File: src/rtl/cut_pkg.sv
// Shared definitions for the cut scheduler: state encoding, clock rate and
// helpers that turn millisecond settings into clock-cycle counts.
package cut_pkg;

    typedef enum logic [1:0] {
        S_IDLE = 2'd0,
        S_CUT  = 2'd1,
        S_FEED = 2'd2,
        S_DONE = 2'd3
    } state_t;

    // 50 MHz system clock
    localparam int unsigned CLK_PER_MS = 50000;

    // Converts a duration in ms into a 32-bit cycle count
    function automatic logic [31:0] ms_to_cycles(input int unsigned ms, input int unsigned per_ms);
        return 32'(ms * per_ms);
    endfunction

    localparam int unsigned FEED_MS_DEF    = 20;
    localparam int unsigned TIMEOUT_MS_DEF = 5000;
    localparam logic [31:0] FEED_CYC_DEF   = ms_to_cycles(FEED_MS_DEF, CLK_PER_MS);
    localparam logic [31:0] WD_CYC_DEF     = ms_to_cycles(TIMEOUT_MS_DEF, CLK_PER_MS);

endpackage

File: src/rtl/rr_arbiter2.sv
// Two-way round-robin arbiter. The pointer names the requester preferred when
// both ask; it is moved to the other requester whenever upd is pulsed.
module rr_arbiter2 (
    input  logic       clk,
    input  logic       rst_n,
    input  logic [1:0] req,
    input  logic       upd,
    input  logic [1:0] served,
    output logic [1:0] gnt
);

    logic ptr;

    // Pointer moves away from the requester that was just served
    always_ff @(posedge clk or negedge rst_n) begin
        if (!rst_n) begin
            ptr <= 1'b0;
        end else if (upd) begin
            ptr <= served[0];
        end
    end

    // One-hot grant: a lone request always wins, a tie goes to the pointer
    always_comb begin
        gnt = 2'b00;
        case (req)
            2'b01:   gnt = 2'b01;
            2'b10:   gnt = 2'b10;
            2'b11:   gnt = ptr ? 2'b10 : 2'b01;
            default: gnt = 2'b00;
        endcase
    end

endmodule

File: src/rtl/cut_scheduler.sv
// Shares the single cut_controller between two requesters. Each granted job
// runs N cut strokes separated by conveyor feed intervals.
// Optional stroke watchdog enabled with the CUT_WATCHDOG_EN macro.
module cut_scheduler
    import cut_pkg::*;
#(
    parameter int unsigned CNT_W      = 4,
    parameter int unsigned FEED_MS    = 20,
    parameter int unsigned TIMEOUT_MS = 5000,
    // Clock cycles per ms; lowered only for scaled-down simulation
    parameter int unsigned CYC_PER_MS = CLK_PER_MS
) (
    input  logic             clk,
    input  logic             rst_n,
    input  logic [1:0]       req_i,
    input  logic [CNT_W-1:0] cnt0_i,
    input  logic [CNT_W-1:0] cnt1_i,
    input  logic             abort_i,
    output logic [1:0]       gnt_o,
    output logic [1:0]       done_o,
    output logic             busy_o,
    output logic [CNT_W-1:0] remain_o,
    output logic             cut_o,
    input  logic             cut_end_i,
    output logic             feed_o,
    output logic             err_o
);

    localparam logic [31:0] FEED_CYC = ms_to_cycles(FEED_MS, CYC_PER_MS);

    state_t           state;
    logic [1:0]       gnt;
    logic [1:0]       done;
    logic             busy;
    logic [CNT_W-1:0] remain;
    logic             cut;
    logic             feed;
    logic             abort_pend;
    logic [31:0]      feed_cnt;
    logic [1:0]       arb_gnt;
    logic [CNT_W-1:0] grant_cnt;
    logic             wd_expire;

    rr_arbiter2 u_arb (
        .clk    (clk),
        .rst_n  (rst_n),
        .req    (req_i),
        .upd    (state == S_DONE),
        .served (gnt),
        .gnt    (arb_gnt)
    );

    assign grant_cnt = arb_gnt[1] ? cnt1_i : cnt0_i;

`ifdef CUT_WATCHDOG_EN
    localparam logic [31:0] WD_CYC = ms_to_cycles(TIMEOUT_MS, CYC_PER_MS);

    logic [31:0] wd_cnt;
    logic        err;

    // Stroke watchdog: held at zero outside CUT, so each stroke starts fresh
    always_ff @(posedge clk or negedge rst_n) begin
        if (!rst_n) begin
            wd_cnt <= '0;
        end else if (state != S_CUT) begin
            wd_cnt <= '0;
        end else begin
            wd_cnt <= wd_cnt + 32'd1;
        end
    end

    assign wd_expire = (state == S_CUT) && (wd_cnt == WD_CYC - 32'd1);

    // Sticky error flag, cleared by the next grant
    always_ff @(posedge clk or negedge rst_n) begin
        if (!rst_n) begin
            err <= 1'b0;
        end else if (state == S_IDLE && |req_i) begin
            err <= 1'b0;
        end else if (wd_expire && !cut_end_i) begin
            err <= 1'b1;
        end
    end

    assign err_o = err;
`else
    assign wd_expire = 1'b0;
    assign err_o     = 1'b0;
`endif

    // Job sequencer: grant, stroke/feed loop, completion pulse
    always_ff @(posedge clk or negedge rst_n) begin
        if (!rst_n) begin
            state      <= S_IDLE;
            gnt        <= '0;
            done       <= '0;
            busy       <= 1'b0;
            remain     <= '0;
            cut        <= 1'b0;
            feed       <= 1'b0;
            abort_pend <= 1'b0;
            feed_cnt   <= '0;
        end else begin
            done <= '0;
            case (state)
                S_IDLE: begin
                    if (|req_i) begin
                        gnt        <= arb_gnt;
                        busy       <= 1'b1;
                        remain     <= grant_cnt;
                        abort_pend <= 1'b0;
                        if (grant_cnt == '0) begin
                            state <= S_DONE;
                        end else begin
                            state <= S_CUT;
                            cut   <= 1'b1;
                        end
                    end
                end
                S_CUT: begin
                    if (abort_i) begin
                        abort_pend <= 1'b1;
                    end
                    if (cut_end_i) begin
                        cut <= 1'b0;
                        if (remain != '0) begin
                            remain <= remain - CNT_W'(1);
                        end
                        // Stroke finished: stop if it was the last one or an abort arrived
                        if (remain <= CNT_W'(1) || abort_pend || abort_i) begin
                            state <= S_DONE;
                        end else begin
                            state    <= S_FEED;
                            feed     <= 1'b1;
                            feed_cnt <= '0;
                        end
                    end else if (wd_expire) begin
                        cut   <= 1'b0;
                        state <= S_DONE;
                    end
                end
                S_FEED: begin
                    if (abort_i) begin
                        feed  <= 1'b0;
                        state <= S_DONE;
                    end else if (feed_cnt == FEED_CYC - 32'd1) begin
                        feed  <= 1'b0;
                        cut   <= 1'b1;
                        state <= S_CUT;
                    end else begin
                        feed_cnt <= feed_cnt + 32'd1;
                    end
                end
                S_DONE: begin
                    done       <= gnt;
                    gnt        <= '0;
                    busy       <= 1'b0;
                    abort_pend <= 1'b0;
                    state      <= S_IDLE;
                end
                default: state <= S_IDLE;
            endcase
        end
    end

    assign gnt_o    = gnt;
    assign done_o   = done;
    assign busy_o   = busy;
    assign remain_o = remain;
    assign cut_o    = cut;
    assign feed_o   = feed;

endmodule

File: config.mk
export PLATFORM = sky130hd
export DESIGN_NAME = cut_scheduler
export DESIGN_NICKNAME = d
export VERILOG_FILES = /design/src/rtl/cut_pkg.sv /design/src/rtl/rr_arbiter2.sv /design/src/rtl/cut_scheduler.sv
export SDC_FILE = /design/constraint.sdc
export NUM_CORES = 1
export LEC_CHECK = 0
export ABC_AREA = 1
export CORE_MARGIN = 2
export CORE_UTILIZATION = 51
export CTS_CLUSTER_DIAMETER = 60
export DETAILED_ROUTE_END_ITERATION = 8
export HOLD_SLACK_MARGIN = 0.12
export PLACE_DENSITY = 0.68
export REMOVE_ABC_BUFFERS = 1
export SLEW_MARGIN = 20
export SYNTH_ARGS = -nofsm -noshare
export SYNTH_HDL_FRONTEND = slang
export SYNTH_SLANG_ARGS = --single-unit
File: constraint.sdc
create_clock -name clk -period 2.5 [get_ports clk]
set_input_delay 0.375 -clock clk [delete_from_list [all_inputs] [get_ports clk]]
set_output_delay 0.375 -clock clk [all_outputs]
set_load 0.02 [all_outputs]
# After elaboration in Yosys (flattened, before gate mapping)
# Cells that the tools add are included.
# totals
reg_bits	47
output_inout_bits	12
elab_cells	86
# op_classes
addsub	2
order_cmp	1
eq_ne	17
mux	38
reduce_logical	18
# op_table
operator	count
32-bit 2-to-1 mux	4
32-bit one-hot mux with 2 select lines	1
32-bit by 1-bit adder with 32-bit output (second input constant)	1
32-bit by 20-bit == test with 1-bit output (second input constant)	1
2-bit != test (second input constant)	9
2-bit 2-to-1 mux	8
4-bit 2-to-1 mux	4
1-bit 2-to-1 mux	13
2-bit == test (second input constant)	4
2-bit one-hot mux with 4 select lines	1
4-bit one-hot mux with 2 select lines	1
4-bit AND reduction	2
1-bit one-hot mux with 3 select lines	2
2-bit one-hot mux with 3 select lines	1
3-bit AND reduction	2
6-bit AND reduction	1
2-bit nonzero test	3
3-bit nonzero test	2
5-bit AND reduction	1
2-bit by 1-bit == test with 1-bit output (second input constant)	2
4-bit by 1-bit less-or-equal comparator with 1-bit output (second input constant)	1
4-bit logical NOT	1
1-bit one-hot mux with 2 select lines	2
2-bit one-hot mux with 2 select lines	1
7 further kinds	8

# Logic depth before layout (Yosys ltp)
# logic_depth
ltp_word	7
depth_mapped	12
ltp_nobuf	11

# Hierarchy
# A second synthesis with hierarchy kept.
# hier_totals
cells_unflattened	573
hier_area_um2	3530.9
# by_module_without_submodules
module	n_inst	cells_each	area_each_um2
cut_scheduler	1	563	3470.8
rr_arbiter2	1	10	60.1

# Worst setup path before layout
# No wires, ideal clock.
# synth_timing
path_kind	register to register
startpoint	reg remain[0] (netlist: remain_o[0])
endpoint	reg feed_cnt[15]
setup_ps	65
arrival_time_ps	1916
required_time_ps	2435
path_slack_ps	518
stages_incl_launch_ff	11
synth_period_minus_slack_ps	1982
cell_sequence	dfrtp_1 > inv_1 > ha_1 > or2_0 > a21oi_1 > nand4_2 > nand2_4 > buf_6 > buf_6 > nand3_1 > nand2_1
# synth_via
elab_chain_cells	5
# synth_rtl
element	line	rtl
from (decl)	cut_scheduler.sv:35	logic [CNT_W-1:0] remain;
from (signal assigned)	cut_scheduler.sv:110	remain <= grant_cnt;
from (signal assigned)	cut_scheduler.sv:127	remain <= remain - CNT_W'(1);
4-bit by 1-bit less-or-equal comparator with 1-bit output	cut_scheduler.sv:130	if (remain <= CNT_W'(1) || abort_pend || abort_i) begin
1-bit logical OR (2 in series)	cut_scheduler.sv:130	
2-bit != test (no line)	--	
5-bit AND reduction (no line)	--	
to (signal assigned)	cut_scheduler.sv:151	feed_cnt <= feed_cnt + 32'd1;
to (decl)	cut_scheduler.sv:39	logic [31:0] feed_cnt;
# Every way passes these cells.
# A chain may end at the register's enable or synchronous reset.

# Worst setup path after layout
# layout_timing
startpoint	reg remain[0] (netlist: remain_o[0])
endpoint	reg feed_cnt[23]
# The elaborated chain is that of the path after synthesis.

==> summary.txt <==
STA
  • Final hold violation count: 0
  • Worst Setup Slack, final: 364 ps
  • Final-report setup violation count: 0
  • Slew Limit Fails: 0
  • Tcrit/Tclk final: 0.855
  • TNS Setup: 0 ps
  • Final worst path period need: approximately 2100 ps
  • Max transition margin: 0.349
  • Unrepaired setup endpoints after global routing: no
  • Final worst clock skew: 9.44 ps
  • Max Clk Rate: around 470 MHz
  • Slew @ Worst Pin: just under 1000 ps

Final layout
  • NumNets Final: around 550
  • Share of cells above drive strength 1: 0.0542
  • Sequential Area: ~1200 um2
  • Ant. Diodes: 0
  • Filler instances: approximately 660
  • Multi-input gate area: roughly 1800 um2
  • Layout area overhead: 12.2%
  • Post-Layout Cell Count: a little over 600

Floorplan
  • Rows: 29
  • Die extent in y: 83.7 um
  • Area of the die: roughly 7000 um2
  • Starting Density: 0.519
  • Die span in x: approximately 84 um
  • Core area: between 6000 and 7000 um2
  • I/O Pins: 26

Hold path
  • Hold crit path type: reg2reg
  • Min-Delay Startpoint: cut_o

Setup path
  • Crit path launch: remain_o[0]
  • CP Capture Point: feed_cnt[23]
  • R2r startpoint: remain_o[0]
  • Critical path class: reg2reg
  • Req. time, crit path: 2680 ps
  • Crit Path Max Fanout: 58
  • R2R depth: 7
  • Worst r2r dst: feed_cnt[23]
  • Setup crit start kind: flip-flop
  • Worst R2R Setup Slack: about 360 ps
  • Worst Setup End Kind: flip-flop
  • Critical path arrival: between 2000 and 2500 ps

Pwr
  • Sw Pwr: 1140 uW
  • Total power: around 2700 uW
  • PwrDens: between 700 and 800 nW/um2
  • Sw frac: 0.430
  • Leak: between 0.0015 and 0.002 uW
  • Comb pwr share: 0.420
  • Clock power share: 0.183
  • Seq pwr share: 0.396
  • Int Pwr: between 1500 and 2000 uW
  • VDD IR-drop max: ~550 uV

Detailed routing
  • Wire per inst: 13.0 um
  • Via count: between 3,000 and 4,000
  • Routed Antenna Nets: 0
  • Initial DRT Pass Iterations: 4
  • Final WL: between 7 and 8 mm
  • Drt via density: approximately 5.1
  • Residual DRC count: 0
  • DRT iter0 DRCs: ~150

Clocking
  • Clock slew at reported path FFs: roughly 100 ps
  • Htree depth: 2
  • Setup Buffers After CTS: 0
  • TritonCTS clock tree: built
  • Deepest clock path buffer count: 2
  • Clock root cell: clkbuf_8
  • Worst skew pair latency: ~310 ps
  • Num Clock Sinks: 47
  • CTS Buf Count: 5

Synthesis
  • Cell Area, Synth: ~3200 um2
  • Avg Cell Area, Syn: 6.36 um2
  • Largest area contributor in the netlist: dfrtp_1
  • Post-synth top area share: 0.363
  • Most common cell in the netlist: nand2_1
  • Post-synthesis sequential area ratio: 0.363
  • Synth cell types: 30
  • Number of flops mapped to enable cells by yosys: 0
  • Ys flop type: dfrtp_1
  • Top cells by area, synth: dfrtp_1 36%, nand2_1 21%, nor2_1 12%
  • Post-synthesis register bit count: 47
  • Synthesis Warnings: 0
  • Async SR Flop Fraction: 1.00
  • Synth cell count leaders: 183 x nand2_1, 101 x nor2_1, 54 x inv_1
  • Synth Instances: ~510

Placed design
  • Port Buf Inserts: 24
  • Post-Place Cells: 603
  • Place WS: about 180 ps
  • Hpwl dp: 6.16 mm
  • Gpl congestion: about 0.9

Global route
  • GRT Util Overall: 0.246
  • Global route total overflow: 0
  • Initial antenna violation count: 0
  • Wire length of the first global-routing pass: 14.1 mm
  • Number of global-route vias before repair: 3,170
  • Largest net degree at the start of global routing: between 50 and 60

Status
  • Status: finished clean

Run
  • Max-cap violations: 0
-- flip-flops by register name, summed over array words and instances, names as in the netlist --
name / cells
feed_cnt: 32
busy_o: 1
abort_pend: 1
gnt_o: 2
remain_o: 4
cut_o: 1
u_arb.ptr: 1
state: 2
feed_o: 1
done_o: 2
-- cells in the final DEF, fill, tap and decap left out, types with 4 or more instances in the layout --
cell type	netlist	routed
o21ai_1	9	9
inv_1	54	54
xor2_1	12	12
nor2_1	101	101
nor3_1	5	5
nand2_1	183	183
clkdlybuf4s50_1	0	23
nand3_1	28	28
a21oi_1	5	5
o21ai_2	7	7
ha_1	4	4
o21ai_0	25	25
dfrtp_1	47	47
clkbuf_8	0	5
-- kinds of logic after synthesis --
| group | Yosys count | synth area share |
|---|---|---|
| AO/OA/AOI/OAI | 50 | 0.0877 |
| adder cells (fa/ha/maj) | 4 | 0.0155 |
| other | 1 | 0.00116 |
| flip-flops | 47 | 0.363 |
| AND/OR/NAND/NOR | 329 | 0.414 |
| XOR/XNOR | 12 | 0.0325 |
| buffers and inverters | 66 | 0.0858 |
-- timing repair --
action | CTS | global route
resized for setup | 0 | 1
hold buffers | 1 | 0
endpoints found under the setup margin | 0 | 1
hold endpoints to repair | 19 | 0
-- stage by stage --
step / hold WS [ps] / instance area (um2) / utilization
4_1_cts: 494 / 3630 / 0.581
3_5_place_dp: 393 / 3520 / 0.565
6_report: 488 / 3630 / 0.582
3_3_place_gp: 396 / 3520 / 0.565
2_1_floorplan: 79.4 / 3170 / -
5_1_grt: 523 / 3630 / 0.582
-- worst max-delay path, cell delays in order, from the launching register on --
cell     delay [ps]
dfrtp_1         410
inv_1           100
ha_1            220
or2_0           230
a21oi_1         210
nand4_2         290
nand2_8         400
o21ai_0         130
-- routing by layer --
| metal | routed length, um | part of all wire | global-route usage |
|---|---|---|---|
| met3 | 275 | 0.035 | 0.0356 |
| met1 | 3570 | 0.45 | 0.299 |
| met5 | 0 | 0 | 0 |
| met2 | 3960 | 0.50 | 0.438 |
| met4 | 150 | 0.019 | 0.0938 |
-- area by class of cell --
class / count / share of cell area
clock buffers: 5 / 0.0189
multi-input cells: 396 / 0.493
well taps: 77 / 0.0265
repair buffers: 28 / 0.0737
clock inverters: 3 / 0.00620
flip-flops and latches: 47 / 0.324
inverters: 56 / 0.0578
-- power groups by stage --
stage | Sequential [uW] | Clock (uW) | Combinational, uW
detailed placement | 1060 | 0 | 1120
global route | 1070 | 533 | 1270
finish | 1050 | 487 | 1110
global placement | 1060 | 0 | 1110
floorplan | 1130 | 0 | 642
CTS | 1050 | 504 | 1120
-- worst min path at each step --
stage / slack, ps / endpoint / depth (start not counted)
4_1_cts: 490 / cut_o / 2
3_3_place_gp: 400 / feed_cnt[5] / 1
5_1_grt: 520 / busy_o / 2
3_5_place_dp: 390 / feed_cnt[5] / 1
6_report: 490 / cut_o / 2
2_1_floorplan: 80 / abort_pend / 0
(Power assumes the default switching activity.)
